File: config.mk
export PLATFORM = sky130hd
export DESIGN_NAME = serial_subtractor
export DESIGN_NICKNAME = d
export VERILOG_FILES = /design/src/rtl/serial_subtractor.sv
export SDC_FILE = /design/constraint.sdc
export NUM_CORES = 1
export LEC_CHECK = 0
export ABC_AREA = 1
export CORE_MARGIN = 4
export CORE_UTILIZATION = 56
export DETAILED_ROUTE_END_ITERATION = 16
export PLACE_DENSITY_LB_ADDON = 0.08
export SYNTH_ARGS = -nofsm -noshare
export SYNTH_HDL_FRONTEND = slang
export SYNTH_SLANG_ARGS = --single-unit
File: constraint.sdc
create_clock -name clk -period 2.15 [get_ports clk]
set_input_delay 0.215 -clock clk [delete_from_list [all_inputs] [get_ports clk]]
set_output_delay 0.215 -clock clk [all_outputs]
set_load 0.05 [all_outputs]
File: src/rtl/serial_subtractor.sv
// Purpose: bit-serial WIDTH-bit subtractor D = A - B, LSB first, one difference bit per clock.
// Latency: start accepted at edge k -> done/D/borrow/overflow valid in the cycle after edge k+WIDTH.
// Backpressure: none; start is honoured only in IDLE and ignored while busy or in DONE.
module serial_subtractor #(
  parameter int WIDTH = 8
) (
  input  logic             clk,
  input  logic             reset,
  input  logic             start,
  input  logic [WIDTH-1:0] A,
  input  logic [WIDTH-1:0] B,
  output logic             busy,
  output logic             done,
  output logic [WIDTH-1:0] D,
  output logic             borrow,
  output logic             overflow
);

  localparam int CW = $clog2(WIDTH);
  localparam logic [CW-1:0] LAST = CW'(WIDTH - 1);

  typedef enum logic [1:0] {
    S_IDLE  = 2'd0,
    S_SHIFT = 2'd1,
    S_DONE  = 2'd2
  } state_t;

  state_t           r_state;
  state_t           w_state_nxt;
  logic [WIDTH-1:0] r_a;
  logic [WIDTH-1:0] r_b;
  logic [WIDTH-1:0] r_res;
  logic [WIDTH-1:0] r_d;
  logic [CW-1:0]    r_cnt;
  logic             r_c;
  logic             r_borrow;
  logic             r_ovf;

  logic             w_a;
  logic             w_b;
  logic             w_d;
  logic             w_c_nxt;
  logic             w_last;
  logic [WIDTH-1:0] w_res_nxt;

  // One full-subtractor cell fed from the low bits of the operand shift registers.
  assign w_a       = r_a[0];
  assign w_b       = r_b[0];
  assign w_d       = w_a ^ w_b ^ r_c;
  assign w_c_nxt   = (~w_a & w_b) | (~(w_a ^ w_b) & r_c);
  assign w_last    = (r_cnt == LAST);
  assign w_res_nxt = {w_d, r_res[WIDTH-1:1]};

  // State register; reset aborts any operation in flight without a done pulse.
  always_ff @(posedge clk or posedge reset) begin
    if (reset) begin
      r_state <= S_IDLE;
    end else begin
      r_state <= w_state_nxt;
    end
  end

  // Next-state logic: IDLE -> SHIFT on start, SHIFT -> DONE after the last bit, DONE -> IDLE always.
  always_comb begin
    w_state_nxt = r_state;
    case (r_state)
      S_IDLE:  if (start) w_state_nxt = S_SHIFT;
      S_SHIFT: if (w_last) w_state_nxt = S_DONE;
      S_DONE:  w_state_nxt = S_IDLE;
      default: w_state_nxt = S_IDLE;
    endcase
  end

  // Datapath: capture operands on accept, shift one bit per cycle, publish the result on the last bit.
  always_ff @(posedge clk or posedge reset) begin
    if (reset) begin
      r_a      <= '0;
      r_b      <= '0;
      r_res    <= '0;
      r_d      <= '0;
      r_cnt    <= '0;
      r_c      <= 1'b0;
      r_borrow <= 1'b0;
      r_ovf    <= 1'b0;
    end else begin
      case (r_state)
        S_IDLE: begin
          if (start) begin
            r_a   <= A;
            r_b   <= B;
            r_c   <= 1'b0;
            r_cnt <= '0;
          end
        end
        S_SHIFT: begin
          r_res <= w_res_nxt;
          r_a   <= r_a >> 1;
          r_b   <= r_b >> 1;
          r_c   <= w_c_nxt;
          r_cnt <= r_cnt + CW'(1);
          if (w_last) begin
            // Published results persist until the next operation finishes.
            r_d      <= w_res_nxt;
            r_borrow <= w_c_nxt;
            // Signed overflow: borrow into the MSB differs from borrow out of it.
            r_ovf    <= r_c ^ w_c_nxt;
          end
        end
        default: begin
        end
      endcase
    end
  end

  // Status flags are plain decodes of the state flops, so no input reaches an output combinationally.
  assign busy     = (r_state == S_SHIFT);
  assign done     = (r_state == S_DONE);
  assign D        = r_d;
  assign borrow   = r_borrow;
  assign overflow = r_ovf;

endmodule
# Word-level counts from Yosys, hierarchy flattened

Index checks and enable logic that the tools add are counted.

Register bits: 40
Bits of input ports: 19
Output and inout bits: 12
Logic and storage cells: 39

Add/sub/neg operators: 1
Equal/unequal tests: 5
Mux-type cells: 11
Bitwise logic cells: 8
Reduce and logical (&&, ||, !) cells: 5

Operators by type and width:

| cell                                                   | number |
|---|---|
| one-hot mux 8 bit (2 select lines)                     | 2 |
| 2-to-1 mux 8 bit                                       | 2 |
| one-hot mux 3 bit (2 select lines)                     | 1 |
| AND reduction 2 bit                                    | 3 |
| 2-to-1 mux 2 bit                                       | 2 |
| one-hot mux 2 bit (2 select lines)                     | 1 |
| adder 3 x 1 -> 3 bit (second input constant)           | 1 |
| == test 3 bit (second input constant)                  | 1 |
| 2-to-1 mux 3 bit                                       | 1 |
| bitwise XOR 1 bit                                      | 3 |
| bitwise AND 1 bit                                      | 2 |
| == test 2 x 1 -> 1 bit (second input constant)         | 1 |
| == test 2 bit (second input constant)                  | 1 |
| zero test 2 bit                                        | 1 |
| inequality test 2 x 1 -> 1 bit (second input constant) | 1 |
| inequality test 2 bit (second input constant)          | 1 |
| NOT 1 bit                                              | 2 |
| one-hot mux 1 bit (2 select lines)                     | 1 |
| nonzero test 2 bit                                     | 1 |
| 2-to-1 mux 1 bit                                       | 1 |
| bitwise OR 1 bit                                       | 1 |

# Logic depth before layout (Yosys ltp)

Depth after elaboration: 5
Gate-level depth with buffers: 7
Mapped depth without buffers: 6

# Worst setup path after synthesis

Ideal clock, no wire load.

Path type: register to output
Start point: reg r_state[0]
End point: out done
Data arrival time: 1.378 ns
Data required time: 1.935 ns
Slack: 0.557 ns
Stages on the path, launching flop included: 4
Path buffers: 2
Path through: dfrtp_1 > buf_4 > clkbuf_1 > nor2_1

Longest elaborated chain between the ends: 1

RTL lines:

| what                     | line | text |
|---|---|---|
| start: declaration       | 28   | `state_t r_state;` |
| start signal: assignment | 59   | `r_state <= w_state_nxt;` |
| == test 2 bit            | 117  | `assign done = (r_state == S_DONE);` |
| end: declaration         | 13   | `output logic done,` |

No other way between the ends.

# Worst setup path after layout

Start point: reg r_state[0]
End point: out busy

Longest elaborated chain between the ends: 1

RTL lines:

| what                   | line | text |
|---|---|---|
| == test 2 x 1 -> 1 bit | 116  | `assign busy = (r_state == S_SHIFT);` |
| end: declaration       | 12   | `output logic busy,` |

No other way between the ends.

==> qor.yml <==
min_period_ns: 1.90
pin_count: 31
setup_tns_ns: 0
synth.area.top_cells: "dfrtp_1 52%, nand2_1 16%, inv_1 8.1%"
crit_type: "reg2out"
ys.flop_type: "dfrtp_1"
report.final.slew_viol_count: 0
die_h_um: 65.6
cts_buffer_depth: 2
hold_viol: 0
layoutNonFillerInstCount: 301
slew_headroom_pct: 55.5
synth_top_area_share_pct: 52.5
p_sw_mw: 1.58
pwr-share-comb_pct: 51.8
internal_power_mw: 1.85
dpl_cell_area_um2: 2180
grt_max_degree: 40
tightestPinTransition_ns: 0.667
r2r_end: "D[6]"
ys_async_sr_fraction_pct: 100
final_nets: 280
critPathArrivalTime_ns: 1.69
clk_latency_ns: 0.33
cellLeakagePower_nw: 1.19
cts_setup_buffers: 0
fill_cells: 272
cp-startpoint: "r_state[0]"
worstPathMaxFanout: 19
synth_seq_cells: 39
grt_pass1_wl_um: 6740
gp_congestion: 0.795
vias: 1435
clk_pin_slew_ns: 0.10
via_per_inst: 4.77
grt_usage_pct: 20.3
setup-violations-final: 0
whs_ns: 0.303
ff2ff_setup_slack_ns: 0.49
cp_slowest_cell: "dfrtp_1"
r2r-start: "r_state[0]"
synth_cell_types: 19
grt_pass1_vias: 1491
slowest_delay_ns: 0.79
post-route-period-util_pct: 88.5
cts.sinks: 39
numCtsBuffers: 5
utilization_pct: 71.7
rsz0062_at_grt: "false"
total_power_mw: 3.43
start_kind: "flop"
dieArea_um2: 4310
n_antenna_cell: 0
syn_to_final_growth_pct: 19.7
htreeDepth: 2
r2r_cells: 5
avgSynthCellArea_um2: 8.23
synth_edf_count: 0
p_sw_share_pct: 46.1
initial_core_util_pct: 59.9
core_area_um2: 3100
clock_power_share_pct: 9.6
synth_cells: 226
gr-total-overflow: 0
p_per_area_nw_per_um2: 1540
cts_hold_buf: 0
irDropWorstVdd_mv: 0.772
wire_per_inst_um: 12.1
yosysMostFrequentCell: "nand2_1"
placed_cells: 295
final_cell_area_um2: 2230
ant_nets: 0
maxCapViolCount: 0
yosysTopAreaCell: "dfrtp_1"
ys_seq_area_share_pct: 52.5
cts_tree: "done"
cp.required_ns: 1.93
path_cells: "inv_2, nor2_4, buf_12"
drt_iter0_drc: 57
status: "completed"
dp_hpwl_um: 2520
fin_ws_ns: 0.248
fin_skew_ns: 0.00759
place_ws_ns: 0.534
io_buffer_count: 30
root_buffer: "clkbuf_4"
fmax_mhz: 526
drt-pass1-iter-count: 4
syn_nets: 248
crit_end: "busy"
rows: 20
hold_path.class: "in2async"
end_kind: "primary output"
die_x_um: 65.6
grt_antenna_before_repair: 0
cts_resized: 0
seqPwrFrac_pct: 38.7
yosys_warnings: 0
synth_common_cells: "77 x nand2_1, 40 x inv_1, 39 x dfrtp_1, 30 x nand3_1"
drive_above_1_share_pct: 9.34
drt_wl_total_um: 3640
remaining_drc_errors: 0
syn_area_um2: 1860
-- cells by family (layout without fill, tap and decap cells) --
logic type | after synthesis | count (layout) | synth area share, %
flip-flops | 39 | 39 | 52.5
buffers and inverters | 50 | 81 | 11.7
AND/OR/NAND/NOR | 114 | 114 | 26.4
adder cells (fa/ha/maj) | 3 | 3 | 2.42
AO/OA/AOI/OAI | 20 | 20 | 7.00
-- state kept, by name (all words and copies together) (netlist names) --
signal and count:
r_state 2, overflow 1, r_cnt 3, D 8, r_c 1, r_a 8, r_b 8, borrow 1
r_res 7
-- final cells by class --
class                           instances  area, um2  area share, %
Clock buffer                            6       41.3           1.85
Tap cell                               44       55.1           2.47
Timing Repair Buffer                   33        330           14.8
Multi-Input combinational cell        137        666           29.9
Sequential cell                        39        976           43.8
Inverter                               42        158           7.08
-- worst max-delay path, delay by kind of cell, from the launching register on --
kind | cells | cell delay, ns
flops | 1 | 0.79
simple gates | 1 | 0.26
buf+inv | 2 | 0.31
-- power by group through the flow --
stage | clock (mW) | sequential [mW] | combinational [mW]
2_1_floorplan | 0 | 1.56 | 1.06
3_3_place_gp | 0 | 1.32 | 1.73
3_5_place_dp | 0 | 1.33 | 1.79
4_1_cts | 0.334 | 1.33 | 1.80
5_1_grt | 0.371 | 1.38 | 2.00
6_report | 0.328 | 1.33 | 1.78
-- layer usage --
metal / track usage, % / wire length (um) / vias to the layer above / part of all wire, %
met4: 5.44 / 10 / 0 / 0.28
met2: 32.3 / 1770 / 37 / 49
li1: - / - / 747 / -
met1: 27.6 / 1660 / 649 / 46
met5: 0 / 0 / - / 0
met3: 4.79 / 193 / 2 / 5.3
-- placed cells by master (no fill, tap or decap) --
cell type and count:
inv_1 40, ha_1 2, dfrtp_1 39, buf_4 4, clkdlybuf4s50_1 28, nand2_2 1, o21ai_2 8, o21ai_1 8
nand2_1 77, a21oi_1 1, inv_2 2, nand2_4 2, nor2_4 1, buf_12 1, nand3_1 30, nor2_1 3
clkbuf_1 1, clkbuf_4 5, o21ai_0 3, fa_1 1
-- how the worst min path moves through the flow --
stage / startpoint / end / slack [ns] / cells after the start
after floorplan: A[7] / r_a[7] / 0.36 / 2
after global placement: r_cnt[1] / r_cnt[1] / 0.46 / 2
after detailed placement: r_a[4] / r_a[4] / 0.46 / 2
after CTS: reset / r_a[3] / 0.32 / 3
after global routing: reset / r_b[0] / 0.35 / 3
final: reset / r_res[5] / 0.30 / 3
No activity file was read; power rests on OpenSTA's default activity.
